[config.mk]
export PLATFORM = sky130hd
export DESIGN_NAME = butterfly_cla_pipe_flat
export DESIGN_NICKNAME = d
export VERILOG_FILES = /design/src/rtl/butterfly_cla_pipe_if.sv /design/src/rtl/butterfly_cla_pipe.sv /design/src/flat_wrapper.sv
export SDC_FILE = /design/constraint.sdc
export NUM_CORES = 1
export LEC_CHECK = 0
export ABC_AREA = 1
export CAP_MARGIN = 0
export CORE_MARGIN = 10
export CORE_UTILIZATION = 38
export CTS_BUF_LIST = sky130_fd_sc_hd__clkbuf_2
export CTS_CLUSTER_DIAMETER = 30
export DETAILED_ROUTE_END_ITERATION = 16
export MAX_ROUTING_LAYER = met4
export PLACE_DENSITY = 0.61
export SYNTH_ARGS = -nofsm -noshare
export SYNTH_HDL_FRONTEND = slang
export SYNTH_SLANG_ARGS = --single-unit
export TNS_END_PERCENT = 10
[constraint.sdc]
create_clock -name clk -period 1.5 [get_ports clk]
set_input_delay 0.225 -clock clk [delete_from_list [all_inputs] [get_ports clk]]
set_output_delay 0.225 -clock clk [all_outputs]
set_load 0.02 [all_outputs]
[src/rtl/butterfly_cla_pipe_if.sv]
// Operand/result handshake bundle for butterfly_cla_pipe.
// The master drives operands and out_ready; the slave (the adder) returns in_ready and results.
interface butterfly_cla_pipe_if #(
   parameter int unsigned WIDTH = 16
);
   logic             in_valid;
   logic             in_ready;
   logic [WIDTH-1:0] a;
   logic [WIDTH-1:0] b;
   logic             c_in;
   logic             sub;
   logic             out_valid;
   logic             out_ready;
   logic [WIDTH-1:0] sum;
   logic             c_out;
   logic             ovf;

   modport master (
      output in_valid, a, b, c_in, sub, out_ready,
      input  in_ready, out_valid, sum, c_out, ovf
   );

   modport slave (
      input  in_valid, a, b, c_in, sub, out_ready,
      output in_ready, out_valid, sum, c_out, ovf
   );
endinterface

[src/rtl/butterfly_cla_pipe.sv]
// Skewed STAGES-deep add/sub pipeline built from rippled 4-bit carry-lookahead groups.
// Define BUTTERFLY_CLA_SAT_EN to saturate the sum to signed max/min on overflow.
module butterfly_cla_pipe #(
   parameter int unsigned WIDTH  = 16,
   parameter int unsigned STAGES = 2
) (
   input logic                 clk,
   input logic                 rst_n,
   butterfly_cla_pipe_if.slave io_bus
);
   localparam int unsigned SW = WIDTH / STAGES;
   localparam int unsigned NG = SW / 4;

   // Returns {carry out, carry into bit 3, sum[3:0]}.
   function automatic logic [5:0] cla4(input logic [3:0] x, input logic [3:0] y,
                                       input logic ci);
      logic [3:0] g;
      logic [3:0] p;
      logic [4:0] c;
      g    = x & y;
      p    = x | y;
      c[0] = ci;
      c[1] = g[0] | (p[0] & c[0]);
      c[2] = g[1] | (p[1] & g[0]) | (p[1] & p[0] & c[0]);
      c[3] = g[2] | (p[2] & g[1]) | (p[2] & p[1] & g[0]) | (p[2] & p[1] & p[0] & c[0]);
      c[4] = g[3] | (p[3] & g[2]) | (p[3] & p[2] & g[1]) | (p[3] & p[2] & p[1] & g[0])
           | (p[3] & p[2] & p[1] & p[0] & c[0]);
      return {c[4], c[3], x ^ y ^ c[3:0]};
   endfunction

   logic             r_vld [STAGES];
   logic [WIDTH-1:0] r_a   [STAGES];
   logic [WIDTH-1:0] r_b   [STAGES];
   logic [WIDTH-1:0] r_sum [STAGES];
   logic             r_cy  [STAGES];
   logic             r_ovf;

   logic             w_adv;
   logic             w_vld_src [STAGES];
   logic [WIDTH-1:0] w_a_src   [STAGES];
   logic [WIDTH-1:0] w_b_src   [STAGES];
   logic [WIDTH-1:0] w_sum_nxt [STAGES];
   logic             w_cy_nxt  [STAGES];
   logic             w_c_msb;
   logic             w_ovf_nxt;
   logic             w_unused_tail;

   assign w_adv = !r_vld[STAGES-1] || io_bus.out_ready;

   always_comb begin : p_stages
      logic       c;
      logic [5:0] grp;
      int         p;
      c         = 1'b0;
      grp       = '0;
      p         = 0;
      w_c_msb   = 1'b0;
      w_ovf_nxt = 1'b0;
      for (int k = 0; k < STAGES; k++) begin
         p = (k == 0) ? 0 : k - 1;
         if (k == 0) begin
            // B is stored already inverted in sub mode so later stages need no mode bit.
            w_vld_src[k] = io_bus.in_valid;
            w_a_src[k]   = io_bus.a;
            w_b_src[k]   = io_bus.sub ? ~io_bus.b : io_bus.b;
            w_sum_nxt[k] = '0;
            c            = io_bus.sub | io_bus.c_in;
         end else begin
            w_vld_src[k] = r_vld[p];
            w_a_src[k]   = r_a[p];
            w_b_src[k]   = r_b[p];
            w_sum_nxt[k] = r_sum[p];
            c            = r_cy[p];
         end
         for (int g = 0; g < NG; g++) begin
            grp = cla4(w_a_src[k][k*SW + g*4 +: 4], w_b_src[k][k*SW + g*4 +: 4], c);
            w_sum_nxt[k][k*SW + g*4 +: 4] = grp[3:0];
            w_c_msb = grp[4];
            c       = grp[5];
         end
         w_cy_nxt[k] = c;
      end
      w_ovf_nxt = w_c_msb ^ w_cy_nxt[STAGES-1];
`ifdef BUTTERFLY_CLA_SAT_EN
      if (w_ovf_nxt) begin
         w_sum_nxt[STAGES-1] = w_a_src[STAGES-1][WIDTH-1] ? {1'b1, {(WIDTH-1){1'b0}}}
                                                          : {1'b0, {(WIDTH-1){1'b1}}};
      end
`endif
   end

   always_ff @(posedge clk or negedge rst_n) begin
      if (!rst_n) begin
         for (int k = 0; k < STAGES; k++) begin
            r_vld[k] <= 1'b0;
            r_a[k]   <= '0;
            r_b[k]   <= '0;
            r_sum[k] <= '0;
            r_cy[k]  <= 1'b0;
         end
         r_ovf <= 1'b0;
      end else if (w_adv) begin
         for (int k = 0; k < STAGES; k++) begin
            r_vld[k] <= w_vld_src[k];
            r_a[k]   <= w_a_src[k];
            r_b[k]   <= w_b_src[k];
            r_sum[k] <= w_sum_nxt[k];
            r_cy[k]  <= w_cy_nxt[k];
         end
         r_ovf <= w_ovf_nxt;
      end
   end

   // Operands are fully consumed by the last stage.
   assign w_unused_tail = ^{r_a[STAGES-1], r_b[STAGES-1]};

   assign io_bus.in_ready  = w_adv;
   assign io_bus.out_valid = r_vld[STAGES-1];
   assign io_bus.sum       = r_sum[STAGES-1];
   assign io_bus.c_out     = r_cy[STAGES-1];
   assign io_bus.ovf       = r_ovf;
endmodule

[src/flat_wrapper.sv]
// flat-port wrapper written by rule: the top's interface ports become plain ports
module butterfly_cla_pipe_flat 
#(
   parameter int unsigned WIDTH  = 16,
   parameter int unsigned STAGES = 2
)
  (clk, rst_n, io_bus_in_valid, io_bus_a, io_bus_b, io_bus_c_in, io_bus_sub, io_bus_out_ready, io_bus_in_ready, io_bus_out_valid, io_bus_sum, io_bus_c_out, io_bus_ovf);
  butterfly_cla_pipe_if #(.WIDTH(WIDTH)) io_bus_i ();
  input logic clk;
  input logic rst_n;
  input wire logic [$bits(io_bus_i.in_valid)-1:0] io_bus_in_valid;
  input wire logic [$bits(io_bus_i.a)-1:0] io_bus_a;
  input wire logic [$bits(io_bus_i.b)-1:0] io_bus_b;
  input wire logic [$bits(io_bus_i.c_in)-1:0] io_bus_c_in;
  input wire logic [$bits(io_bus_i.sub)-1:0] io_bus_sub;
  input wire logic [$bits(io_bus_i.out_ready)-1:0] io_bus_out_ready;
  output wire logic [$bits(io_bus_i.in_ready)-1:0] io_bus_in_ready;
  output wire logic [$bits(io_bus_i.out_valid)-1:0] io_bus_out_valid;
  output wire logic [$bits(io_bus_i.sum)-1:0] io_bus_sum;
  output wire logic [$bits(io_bus_i.c_out)-1:0] io_bus_c_out;
  output wire logic [$bits(io_bus_i.ovf)-1:0] io_bus_ovf;
  assign io_bus_i.in_valid = io_bus_in_valid;
  assign io_bus_i.a = io_bus_a;
  assign io_bus_i.b = io_bus_b;
  assign io_bus_i.c_in = io_bus_c_in;
  assign io_bus_i.sub = io_bus_sub;
  assign io_bus_i.out_ready = io_bus_out_ready;
  assign io_bus_in_ready = io_bus_i.in_ready;
  assign io_bus_out_valid = io_bus_i.out_valid;
  assign io_bus_sum = io_bus_i.sum;
  assign io_bus_c_out = io_bus_i.c_out;
  assign io_bus_ovf = io_bus_i.ovf;
  butterfly_cla_pipe #(.WIDTH(WIDTH), .STAGES(STAGES)) u_core (.clk(clk), .rst_n(rst_n), .io_bus(io_bus_i));
endmodule
---- After elaboration in Yosys (flattened, before gate mapping) ----
Cells that the tools add are included.
cells by class
  mux-type cells .......................... 1
  bitwise logic cells ..................... 123
  reduce and logical (&&, ||, !) cells .... 2
operators with widths
  cell                number
  $and A1 B1 Y1       64
  $or A1 B1 Y1        41
  $xor A4 B4 Y4       8
  $and A4 B4 Y4       4
  $mux W16            1
  $not A16 Y16        1
  $or A4 B4 Y4        4
  $logic_not A1 Y1    1
  $logic_or A1 B1 Y1  1
  $xor A1 B1 Y1       1
word-level totals
  register bits after elaboration ......... 61
  input bits .............................. 38
  output and inout bits ................... 20
  logic and storage cells ................. 135

---- Longest topological paths before layout ----
  word-level depth ........................ 11
  mapped depth ............................ 14
  mapped depth without buffers ............ 12

---- Worst setup path after synthesis ----
No wires, ideal clock.
  path type ............................... input port to flip-flop
  start ................................... in io_bus_sub
  end ..................................... reg u_core.r_sum[20] (netlist bit)
  data arrival time ....................... 2,004 ps
  required time ........................... 1,417 ps
  path slack .............................. -586 ps
  cell stages on the path ................. 10
  buffers on the path ..................... 2
  cell sequence ........................... buf_6 buf_4 xnor2_1 inv_1 ha_1 a21oi_2 nand3_2 nand2_1 fa_1 o21ai_0
between the ends
  word-level cells in the longest chain between the ends .. 8
ends and longest elaborated chain
  item                                                      RTL line                                            RTL
  start: declaration                                        flat_wrapper.sv:15                                  input wire logic [$bits(io_bus_i.sub)-1:0] io_bus_sub;
  $mux W16                                                  butterfly_cla_pipe.sv:65                            w_b_src[k] = io_bus.sub ? ~io_bus.b : io_bus.b;
  $or A4 B4 Y4 or $and A4 B4 Y4 (tied branches)             butterfly_cla_pipe.sv:21, butterfly_cla_pipe.sv:20
  $and A1 B1 Y1, on equally long branches                   butterfly_cla_pipe.sv:26, butterfly_cla_pipe.sv:27
  $or A1 B1 Y1, or another cell as far along (2 in series)  butterfly_cla_pipe.sv:26                            c[4] = g[3] | (p[3] & g[2]) | (p[3] & p[2] & g[1]) | (p[3] & p[2] & p[1] & g[0])
  $or A1 B1 Y1 or $and A1 B1 Y1 (tied branches)             butterfly_cla_pipe.sv:26, butterfly_cla_pipe.sv:27
  $or A1 B1 Y1                                              butterfly_cla_pipe.sv:27                            | (p[3] & p[2] & p[1] & p[0] & c[0]);
  $xor A4 B4 Y4 (*)                                         butterfly_cla_pipe.sv:28                            return {c[4], c[3], x ^ y ^ c[3:0]};
  end signal: indexed assignment                            butterfly_cla_pipe.sv:107                           r_sum[k] <= w_sum_nxt[k];
  end: declaration                                          butterfly_cla_pipe.sv:34                            logic [WIDTH-1:0] r_sum [STAGES];
Mark *: on every way between the ends. The rest lies on a longest branch, timed or not.
A chain may end at the register's enable or synchronous reset.

---- Worst setup path after layout ----
  start ................................... reg u_core.r_b[27] (netlist bit)
  end ..................................... reg u_core.r_sum, in the netlist u_core.io_bus.sum[12]
between the ends
  word-level cells in the longest chain between the ends .. 7
ends and longest elaborated chain
  item                                                      RTL line                                            RTL
  start: declaration                                        butterfly_cla_pipe.sv:33                            logic [WIDTH-1:0] r_b [STAGES];
  start signal: indexed assignment                          butterfly_cla_pipe.sv:106                           r_b[k] <= w_b_src[k];
  $or A4 B4 Y4                                              butterfly_cla_pipe.sv:21                            p = x | y;
  $and A1 B1 Y1, on equally long branches                   butterfly_cla_pipe.sv:26, butterfly_cla_pipe.sv:27
  $or A1 B1 Y1, or another cell as far along (2 in series)  butterfly_cla_pipe.sv:26
  $or A1 B1 Y1 or $and A1 B1 Y1 (tied branches)             butterfly_cla_pipe.sv:26, butterfly_cla_pipe.sv:27
  $or A1 B1 Y1 (*)                                          butterfly_cla_pipe.sv:27
  $xor A4 B4 Y4 (*)                                         butterfly_cla_pipe.sv:28
  net u_core.p_stages.grp[0]                                butterfly_cla_pipe.sv:52                            logic [5:0] grp;
The timed path passes the listed nets; every way through them passes the cells marked *.

==> impl_metrics.env <==
export IMPL_status="finished, violations left"
export IMPL_violations="negative setup slack"
export IMPL_power_density_nw_per_um2=1066
export IMPL_r2r_slack_ns=-0.13
export IMPL_ys_types=29
export IMPL_pwr_share_clk_pct=12.7
export IMPL_max_freq_ghz=0.6142
export IMPL_grt_max_degree=52
export IMPL_power_internal_w=0.002527
export IMPL_diodes=0
export IMPL_avgSynthCellArea_um2=8.297
export IMPL_yosys_area_top_type_share_pct=37.91
export IMPL_synthFlopType="dfrtp_1"
export IMPL_maxCapViolCount=0
export IMPL_insertion_delay_ns=0.42
export IMPL_gp_routability_congestion=0.8294
export IMPL_clock_path_buffers=2
export IMPL_crit_end="u_core.io_bus.sum[12]$_DFFE_PN0P_"
export IMPL_synth_edf_count=0
export IMPL_synth_warnings=0
export IMPL_crit_start="u_core.r_b[27]$_DFFE_PN0P_"
export IMPL_worst_path_max_fanout=3
export IMPL_critPathKind="reg -> reg"
export IMPL_drtIter0Drc=89
export IMPL_cp_required_ns=1.85
export IMPL_skew_ns=0.009999
export IMPL_viasPerCell=4.359
export IMPL_ys_seq_area_share_pct=37.91
export IMPL_max_slew_margin_pct=68.01
export IMPL_path_delay_family="adder cells"
export IMPL_synth_fp_nets=432
export IMPL_netlist_instances=358
export IMPL_tightestPinTransition_ns=0.4798
export IMPL_cp_end_kind="flip-flop"
export IMPL_hp_class="in -> async"
export IMPL_postCtsSetupBuffers=0
export IMPL_setup_tns_ns=-0.3180
export IMPL_cts_tree="yes"
export IMPL_rsz0062_at_grt="yes"
export IMPL_slew_viol_final=0
export IMPL_syn_to_final_growth_pct=33.57
export IMPL_pwr_share_seq_pct=41.2
export IMPL_ant_nets=0
export IMPL_antenna_found_initial=0
export IMPL_die_y_um=108.4
export IMPL_cts_sinks=45
export IMPL_h_tree_depth=2
export IMPL_first_global_vias=2272
export IMPL_die_w_um=108.4
export IMPL_switchingPower_w=0.001703
export IMPL_drive_gt1_share_pct=19.76
export IMPL_setup_viol=6
export IMPL_max_stage_delay_ns=0.44
export IMPL_timing_final_crit_share_pct=108.5
export IMPL_combinationalPowerShare_pct=46.2
export IMPL_start_kind="flip-flop"
export IMPL_worst_path_buf_inv=1
export IMPL_layout_setup_ws_ns=-0.1281
export IMPL_total_leakage_power_nw=1.994
export IMPL_fillCellCount=757
export IMPL_crit_top_cell="nand2_1"
export IMPL_wl_per_cell_um=12.02
export IMPL_synth_area_leader_cell="dfrtp_1"
export IMPL_clkTransAtPathRegs_ns=0.25
export IMPL_ir_worst_vdd_mv=0.3564
export IMPL_grt_remaining_overflow=0
export IMPL_yosysMostFrequentCell="nand2_1"
export IMPL_nets=498
export IMPL_critPathArrivalTime_ns=1.98
export IMPL_wl_um=6337
export IMPL_num_rows=32
export IMPL_crit_reg2reg_launch="u_core.r_b[27]$_DFFE_PN0P_"
export IMPL_drt_first_pass_iters=4
export IMPL_min_period_ns=1.628
export IMPL_cts_root_buf="clkbuf_2"
export IMPL_r2r_end="u_core.io_bus.sum[12]$_DFFE_PN0P_"
export IMPL_cts_buffers=5
export IMPL_hold_violations=0
export IMPL_swShare_pct=40.26
export IMPL_dieArea_um2=11750
export IMPL_async_reset_ff_share_pct=100.0
export IMPL_cp_cell_sequence="inv_1 -> ha_1 -> nor2_1 -> nand3_2 -> nand2_2 -> fa_2 -> nand2_1 -> nand2_1"
export IMPL_path_depth=8
export IMPL_start_util_pct=38.84
export IMPL_final_util_pct=51.88
export IMPL_grt_first_pass_wirelength_um=10410
export IMPL_track_usage_pct=11.22
export IMPL_regArea_um2=1126
export IMPL_coreArea_um2=7647
export IMPL_synth_top_cells_by_area="dfrtp_1 (38%), ha_1 (13%), nand2_1 (12%), inv_1 (6.2%), xnor2_1 (5.6%)"
export IMPL_vias=2297
export IMPL_slowest_stage="dfrtp_1"
export IMPL_r2r_worst_path_cells=8
export IMPL_drcViolationCount=0
export IMPL_synth_seq_cells=45
export IMPL_multi_input_area_um2=1668
export IMPL_synth_common_cells="nand2_1 (92), inv_1 (49), dfrtp_1 (45)"
export IMPL_syn_area_um2=2970
export IMPL_io_pins=58
export IMPL_dp_final_hpwl_um=4898
export IMPL_io_buffers=57
area by class of cell:
type,count,area share [%]
Clock buffer,5,0.6307
Clock inverter,3,0.4415
Inverter,55,5.266
Multi-Input combinational cell,231,42.04
Sequential cell,45,28.38
Tap cell,102,3.217
Timing Repair Buffer,86,20.03
repair_timing:
item,4_1_cts,5_1_grt
pin swaps,9,4
endpoints found under the hold margin,18,0
gates cloned,0,0
hold buffers,1,0
gates resized for setup,41,15
setup endpoints to repair,34,13
layout by cell type, fill, tap and decap left out, types with 4 or more instances in the layout:
master           count
a21oi_2              5
dlygate4sd2_1       21
o21ai_0             12
xnor2_4              4
clkdlybuf4s50_1     30
inv_2               10
ha_4                 5
ha_1                23
ha_2                 4
buf_4               25
nor2_1              13
o21ai_1             19
dfrtp_1             45
xnor2_1             13
inv_1               43
clkbuf_2             5
nand2_2              4
nand2_1             89
nand3_1             12
flip-flops by register name, summed over array words and instances, names as in the netlist:
name	flops
u_core.io_bus.sum	16
u_core.r_b	8
u_core.io_bus.c_out	1
u_core.r_a	8
u_core.r_vld	1
u_core.r_cy	1
u_core.r_sum	8
u_core.io_bus.ovf	1
u_core.io_bus.out_valid	1
cells by family (layout without fill, tap and decap cells):
| logic type | Yosys count | in the layout | synth area share [%] |
|---|---|---|---|
| flip-flops | 45 | 45 | 37.91 |
| adder cells (fa/ha/maj) | 36 | 36 | 16.18 |
| AND/OR/NAND/NOR | 131 | 131 | 18.79 |
| AO/OA/AOI/OAI | 42 | 42 | 7.541 |
| XOR/XNOR | 22 | 22 | 6.487 |
| buffers and inverters | 82 | 149 | 13.10 |
power by group through the flow:
stage	logic, W	clock network [W]	registers [W]
after detailed placement	0.00208	0	0.00178
after CTS	0.00196	0.000553	0.00175
after global placement	0.00204	0	0.00177
after global routing	0.00221	0.000605	0.00178
after floorplan	0.00142	0	0.00176
final	0.00195	0.000535	0.00174
worst reg2reg max path, delay by kind of cell (launching register included):
family / cells / cell delay, ns
simple gates: 5 / 0.42
flops: 1 / 0.44
fa+ha+maj: 2 / 0.64
buf+inv: 1 / 0.05
layer usage:
layer / vias to the layer above / routed length, um / track usage (%)
met2: 39 / 3041 / 18.10
li1: 1212 / - / -
met5: - / 0 / -
met3: 6 / 230 / 2.261
met4: 0 / 63 / 2.825
met1: 1040 / 3002 / 14.05
stage by stage:
stage	setup slack, ns	instance area (um^2)	hold WS (ns)	instances	total power, W
final	-0.1281	3968	0.2455	527	0.004229
after global routing	-0.2373	3968	0.2590	527	0.004595
after CTS	-0.1973	3911	0.2506	527	0.004264
after detailed placement	-0.7523	3845	0.2157	518	0.003853
after global placement	-0.7067	3845	0.2049	518	0.003805
after floorplan	-0.3430	3100	-0.07059	358	0.003177
worst min-delay path by stage:
stage                     cells past startpoint                                end  slack (ns)
after detailed placement                      1         u_core.r_b[30]$_DFFE_PN0P_        0.22
after floorplan                               0    u_core.io_bus.c_out$_DFFE_PN0P_       -0.07
after CTS                                     2  u_core.io_bus.sum[13]$_DFFE_PN0P_        0.25
final                                         2         u_core.r_a[24]$_DFFE_PN0P_        0.25
after global placement                        1         u_core.r_b[30]$_DFFE_PN0P_        0.20
after global routing                          2  u_core.io_bus.sum[11]$_DFFE_PN0P_        0.26
Power figures use the tool's default switching activity.
